==> src/rtl/pulse_sync_pkg.sv <==
// Shared definitions for the multi-channel pulse synchroniser:
// edge-mode selectors and the per-channel FSM state encoding.
package pulse_sync_pkg;

  localparam int EDGE_RISE = 0;
  localparam int EDGE_FALL = 1;
  localparam int EDGE_BOTH = 2;

  typedef enum logic [1:0] {
    ST_IDLE  = 2'd0,
    ST_PULSE = 2'd1,
    ST_GAP   = 2'd2
  } state_e;

endpackage

==> src/rtl/pulse_sync_chan.sv <==
// One channel: synchroniser chain, edge detector, pulse/gap pacing FSM
// and a saturating queue of events that arrived while the channel was busy.
module pulse_sync_chan
  import pulse_sync_pkg::*;
#(
  parameter int SYNC_STAGES = 2,
  parameter int EDGE_MODE   = EDGE_RISE,
  parameter int PULSE_W     = 1,
  parameter int GAP_W       = 1,
  parameter int PEND_W      = 3
) (
  input  logic clk,
  input  logic rst_n,
  input  logic async_in,
  input  logic clr_ovf,
  output logic pulse,
  output logic busy,
  output logic overflow
);

  localparam int CNT_MAX = (PULSE_W > GAP_W) ? PULSE_W : GAP_W;
  localparam int CNT_W   = $clog2(CNT_MAX + 1);
  localparam logic [CNT_W-1:0] PULSE_LOAD = CNT_W'(PULSE_W - 1);
  localparam logic [CNT_W-1:0] GAP_LOAD   = (GAP_W > 0) ? CNT_W'(GAP_W - 1) : '0;
  localparam logic NO_GAP = (GAP_W == 0);

  logic [SYNC_STAGES-1:0] sync_q;
  logic                   hist_q;
  state_e                 state_q;
  logic [CNT_W-1:0]       cnt_q;
  logic [PEND_W-1:0]      pend_q;
  logic [PEND_W-1:0]      pend_next;

  logic sync_last;
  logic evt;
  logic pend_nz;
  logic pend_full;
  logic cnt_zero;
  logic can_start;
  logic start;
  logic pend_inc;
  logic pend_dec;
  logic drop;

  assign sync_last = sync_q[SYNC_STAGES-1];
  assign evt = (EDGE_MODE == EDGE_RISE) ? (sync_last & ~hist_q) :
               (EDGE_MODE == EDGE_FALL) ? (~sync_last & hist_q) :
                                          (sync_last ^ hist_q);

  assign pend_nz   = (pend_q != '0);
  assign pend_full = &pend_q;
  assign cnt_zero  = (cnt_q == '0);

  // A new pulse may begin from IDLE, at the end of a gap, or straight
  // after a pulse when no gap is configured.
  assign can_start = (state_q == ST_IDLE) ||
                     ((state_q == ST_GAP) && cnt_zero) ||
                     ((state_q == ST_PULSE) && cnt_zero && NO_GAP);
  assign start     = can_start && (evt || pend_nz);

  // Queued events are served first; a coincident new event then takes its slot.
  assign pend_dec = start && pend_nz;
  assign pend_inc = evt && (pend_dec || !start);
  assign drop     = pend_inc && !pend_dec && pend_full;

  always_comb begin
    pend_next = pend_q;
    if (pend_inc && !pend_dec && !pend_full) begin
      pend_next = pend_q + PEND_W'(1);
    end else if (pend_dec && !pend_inc) begin
      pend_next = pend_q - PEND_W'(1);
    end
  end

  assign busy = (state_q != ST_IDLE) || pend_nz;

  always_ff @(posedge clk or negedge rst_n) begin
    if (!rst_n) begin
      sync_q   <= '0;
      hist_q   <= 1'b0;
      state_q  <= ST_IDLE;
      cnt_q    <= '0;
      pend_q   <= '0;
      pulse    <= 1'b0;
      overflow <= 1'b0;
    end else begin
      sync_q   <= {sync_q[SYNC_STAGES-2:0], async_in};
      hist_q   <= sync_last;
      pend_q   <= pend_next;
      overflow <= drop || (overflow && !clr_ovf);
      case (state_q)
        ST_IDLE: begin
          if (start) begin
            state_q <= ST_PULSE;
            pulse   <= 1'b1;
            cnt_q   <= PULSE_LOAD;
          end
        end
        ST_PULSE: begin
          if (!cnt_zero) begin
            cnt_q <= cnt_q - CNT_W'(1);
          end else if (start) begin
            pulse <= 1'b1;
            cnt_q <= PULSE_LOAD;
          end else if (NO_GAP) begin
            state_q <= ST_IDLE;
            pulse   <= 1'b0;
          end else begin
            state_q <= ST_GAP;
            pulse   <= 1'b0;
            cnt_q   <= GAP_LOAD;
          end
        end
        ST_GAP: begin
          if (!cnt_zero) begin
            cnt_q <= cnt_q - CNT_W'(1);
          end else if (start) begin
            state_q <= ST_PULSE;
            pulse   <= 1'b1;
            cnt_q   <= PULSE_LOAD;
          end else begin
            state_q <= ST_IDLE;
          end
        end
        default: begin
          state_q <= ST_IDLE;
          pulse   <= 1'b0;
        end
      endcase
    end
  end

endmodule

==> src/rtl/pulse_sync_multi.sv <==
// Multi-channel CDC pulse synchroniser: CHANNELS independent copies of
// pulse_sync_chan sharing one clock and reset.
module pulse_sync_multi
  import pulse_sync_pkg::*;
#(
  parameter int CHANNELS    = 4,
  parameter int SYNC_STAGES = 2,
  parameter int EDGE_MODE   = EDGE_RISE,
  parameter int PULSE_W     = 1,
  parameter int GAP_W       = 1,
  parameter int PEND_W      = 3
) (
  input  logic                o_clk,
  input  logic                rst,
  input  logic [CHANNELS-1:0] i_pulse,
  input  logic [CHANNELS-1:0] i_clr_ovf,
  output logic [CHANNELS-1:0] o_pulse,
  output logic [CHANNELS-1:0] o_busy,
  output logic [CHANNELS-1:0] o_overflow
);

  if (CHANNELS < 1 || SYNC_STAGES < 2 || EDGE_MODE < EDGE_RISE || EDGE_MODE > EDGE_BOTH ||
      PULSE_W < 1 || GAP_W < 0 || PEND_W < 1) begin : g_bad_params
    $error("pulse_sync_multi: illegal parameter combination");
  end

  for (genvar g = 0; g < CHANNELS; g++) begin : g_chan
    pulse_sync_chan #(
      .SYNC_STAGES(SYNC_STAGES),
      .EDGE_MODE  (EDGE_MODE),
      .PULSE_W    (PULSE_W),
      .GAP_W      (GAP_W),
      .PEND_W     (PEND_W)
    ) u_chan (
      .clk     (o_clk),
      .rst_n   (rst),
      .async_in(i_pulse[g]),
      .clr_ovf (i_clr_ovf[g]),
      .pulse   (o_pulse[g]),
      .busy    (o_busy[g]),
      .overflow(o_overflow[g])
    );
  end

endmodule

==> config.mk <==
export PLATFORM = sky130hd
export DESIGN_NAME = pulse_sync_multi
export DESIGN_NICKNAME = d
export VERILOG_FILES = /design/src/rtl/pulse_sync_pkg.sv /design/src/rtl/pulse_sync_chan.sv /design/src/rtl/pulse_sync_multi.sv
export SDC_FILE = /design/constraint.sdc
export NUM_CORES = 1
export LEC_CHECK = 0
export ABC_AREA = 1
export BUFFER_PORTS_ARGS = -buffer_cell sky130_fd_sc_hd__buf_4
export CORE_UTILIZATION = 46
export CTS_BUF_LIST = sky130_fd_sc_hd__clkbuf_4 sky130_fd_sc_hd__clkbuf_8 sky130_fd_sc_hd__clkbuf_16
export DETAILED_ROUTE_END_ITERATION = 10
export PLACE_DENSITY_LB_ADDON = 0.12
export SYNTH_ARGS = -nofsm -noshare
export SYNTH_HDL_FRONTEND = slang
export SYNTH_SLANG_ARGS = --single-unit
==> constraint.sdc <==
create_clock -name o_clk -period 1.55 [get_ports o_clk]
set_input_delay 0.3875 -clock o_clk [delete_from_list [all_inputs] [get_ports o_clk]]
set_output_delay 0.3875 -clock o_clk [all_outputs]
set_load 0.02 [all_outputs]
==> flow_summary_export.csv <==
group,metric,value,unit
flow_run,cap_violations,0,
placement,hpwlAfterDp,1990,um
worst_setup_path,cp_data_arrival_time,1380,ps
sta,slew_violations,0,
sta,fin_crit,1770,ps
final_layout,final_common_cell,"buf_4",
routing,first_pass_iters,4,
cts,cts_buffer_depth,2,
placement,io_buffers,21,
worst_setup_path,cp-start-kind,"register",
logic_synthesis,synthCells,180,
floorplan,coreArea,3690,sq um
floorplan,fp.dieW,64.3,um
logic_synthesis,synth_seq_area_share,56.0,%
final_layout,layout-drive-gt1-share,38.0,%
power,ir_worst_vdd,1.11,mV
final_layout,area_growth,28.6,%
global_routing,antenna_found_initial,0,
worst_setup_path,max_stage_delay,400,ps
worst_setup_path,path_class,"register to primary output",
cts,clock_latency,290,ps
outcome,run_status,"finished with violations",
logic_synthesis,synth_warnings,0,
power,total_power,4600,uW
global_routing,grt_pass1_wl,5490,um
worst_setup_path,worst-path-buf-inv,1,
floorplan,initial_core_util,48.4,%
routing,via_count,1316,
worst_hold_path,hold_path.class,"input port to async pin",
cts,clk_pin_slew,70,ps
routing,ant_nets,0,
worst_setup_path,endpoint_kind,"primary output",
floorplan,row_count,22,
final_layout,final_cell_mix,"buf_4, nand2_1, dfrtp_1, inv_1, nor2_1",
worst_setup_path,crit_family,"simple AND/OR/NAND/NOR gates",
routing,first_iter_violations,73,
power,power.density,2000,nW/um^2
sta,fin_skew,2.83,ps
logic_synthesis,netlist_area,1790,sq um
logic_synthesis,ys_types,22,
floorplan,dieArea,4140,sq um
placement,gp_congestion,0.823,
logic_synthesis,syn_nets,194,
global_routing,grt-ovfl-total,0,
logic_synthesis,syn_avg_cell_area,9.93,sq um
sta,hold_viol,0,
cts,cts_made_buffers,5,
global_routing,grt.total_usage,17.8,%
power,p_leak,0.00114,uW
worst_setup_path,rrSetupSlack,-150,ps
routing,detail_route.vias_per_cell,4.89,
cts,cts_tree,"built",
final_layout,num_antenna_cells,0,
cts,holdBufCountCts,0,
sta,rsz0062_at_grt,"true",
cts,clock_sinks,40,
cts,clock-root-buffer,"clkbuf_8",
sta,setup_viol_count_final,6,
final_layout,num-nets-final,235,
floorplan,die_h,64.3,um
sta,post-route-period-util,114,%
sta,timing.fmax,565,MHz
sta,final.setup.worst_slack,-220,ps
routing,routedWlPerCell,12.8,um
global_routing,grt_pass1_vias,1293,
worst_setup_path,crit_chain,"nor2_1, nand2_1, or3_1, buf_6",
sta,worstMarginPinSlew,499,ps
global_routing,grt_max_degree,41,
routing,wirelength,3430,um
logic_synthesis,synth-seq-cells,40,
worst_setup_path,required,1160,ps
cts,cts_max_level,2,
routing,route.detailed.drc,0,
placement,dp_worst_setup_slack,-80.9,ps
sta,slew_headroom,66.7,%
worst_setup_path,critPathSlowestCell,"dfrtp_1",
outcome,violations,"negative setup slack",
floorplan,io-pin-count,22,
worst_setup_path,worstPathMaxFanout,2,
[worst register-to-register path, cell delays in order, from the launching register on]
cell and delay (ps):
dfrtp_1 390, buf_4 130, buf_4 140, nand3_2 80
nand3_2 80, fa_2 360, inv_2 80, nand4_1 110
o211ai_1 120, nand2_1 80
[final timing paths]
check / to / depth (start not counted) / from
min in group o_clk: g_chan[1].u_chan.sync_q[0] / 1 / i_pulse[1]
max: o_busy[3] / 4 / g_chan[3].u_chan.pend_q[0]
min: g_chan[2].u_chan.pend_q[1] / 1 / rst
max reg2reg: g_chan[2].u_chan.pend_q[2] / 9 / g_chan[2].u_chan.pend_q[0]
max in group asynchronous: g_chan[0].u_chan.pend_q[1] / 1 / rst
min reg2reg: g_chan[2].u_chan.sync_q[1] / 0 / g_chan[2].u_chan.sync_q[0]
[what timing repair did]
item,in CTS,in global routing
resized for setup,11,15
endpoints found under the setup margin,5,9
buffers inserted,13,9
pin swaps,3,11
[cell usage after synthesis, drive strengths merged]
library cell,number,share of area [%]
inv,26,5.5
dfrtp,40,56
o32ai,2,0.98
o21ai,5,1.4
nand3,18,7.1
o211ai,1,0.42
or3,4,1.4
xor2,4,2.0
nand4,2,0.70
buf,12,5.0
fa,4,4.5
nand2,45,10
nor2,15,4.3
o22ai,2,0.70
[area by class of cell]
class	count	area, sq um
fill	310	1390
timing repair buffer	46	360
clock buffer	7	96.3
tap	48	60.1
inverter	26	97.6
multi-input combinational	102	683
sequential	40	1000
[power breakdown]
group	leakage (uW)	switching, uW	internal [uW]
logic	0.000606	1220	995
clock network	0.0000503	334	396
registers	0.000481	258	1400
total	0.00114	1810	2790
[state kept, by name, indices dropped and copies added, names as in the netlist]
| name | count |
|---|---|
| g_chan.u_chan.state_q | 8 |
| g_chan.u_chan.hist_q | 4 |
| g_chan.u_chan.pulse | 4 |
| g_chan.u_chan.sync_q | 8 |
| g_chan.u_chan.overflow | 4 |
| g_chan.u_chan.pend_q | 12 |
[per-layer routing]
metal | wire length, um | GRT usage (%)
met1 | 1360 | 19.3
met4 | 53 | 8.61
met5 | 0 | 0
met3 | 172 | 6.43
met2 | 1850 | 30.5
[cells by family (layout without fill, tap and decap cells)]
family                     Yosys count  count (layout)  synth area share, %
AOI/OAI and AO/OA                   10              10                 3.50
adders and majority gates            4               4                 4.48
xor gates and xnor gates             4               4                 1.96
and+or+nand+nor                     84              84                 23.5
buffers and inverters               38              79                 10.5
DFF                                 40              40                 56.0
[metrics by stage]
| step | util, % | cell area [sq um] | hold slack (ps) | instances | setup TNS (ps) |
|---|---|---|---|---|---|
| finish | 62.3 | 2300 | 60.9 | 269 | -946 |
| global placement | 52.7 | 1940 | 336 | 241 | 0 |
| detailed placement | 52.7 | 1940 | 337 | 241 | -80.9 |
| global route | 62.3 | 2300 | 94.4 | 269 | -1370 |
| CTS | 59.1 | 2180 | 81.6 | 261 | -654 |
| floorplan | - | 1790 | 91.9 | 180 | 0 |
Power figures use the tool's default switching activity.
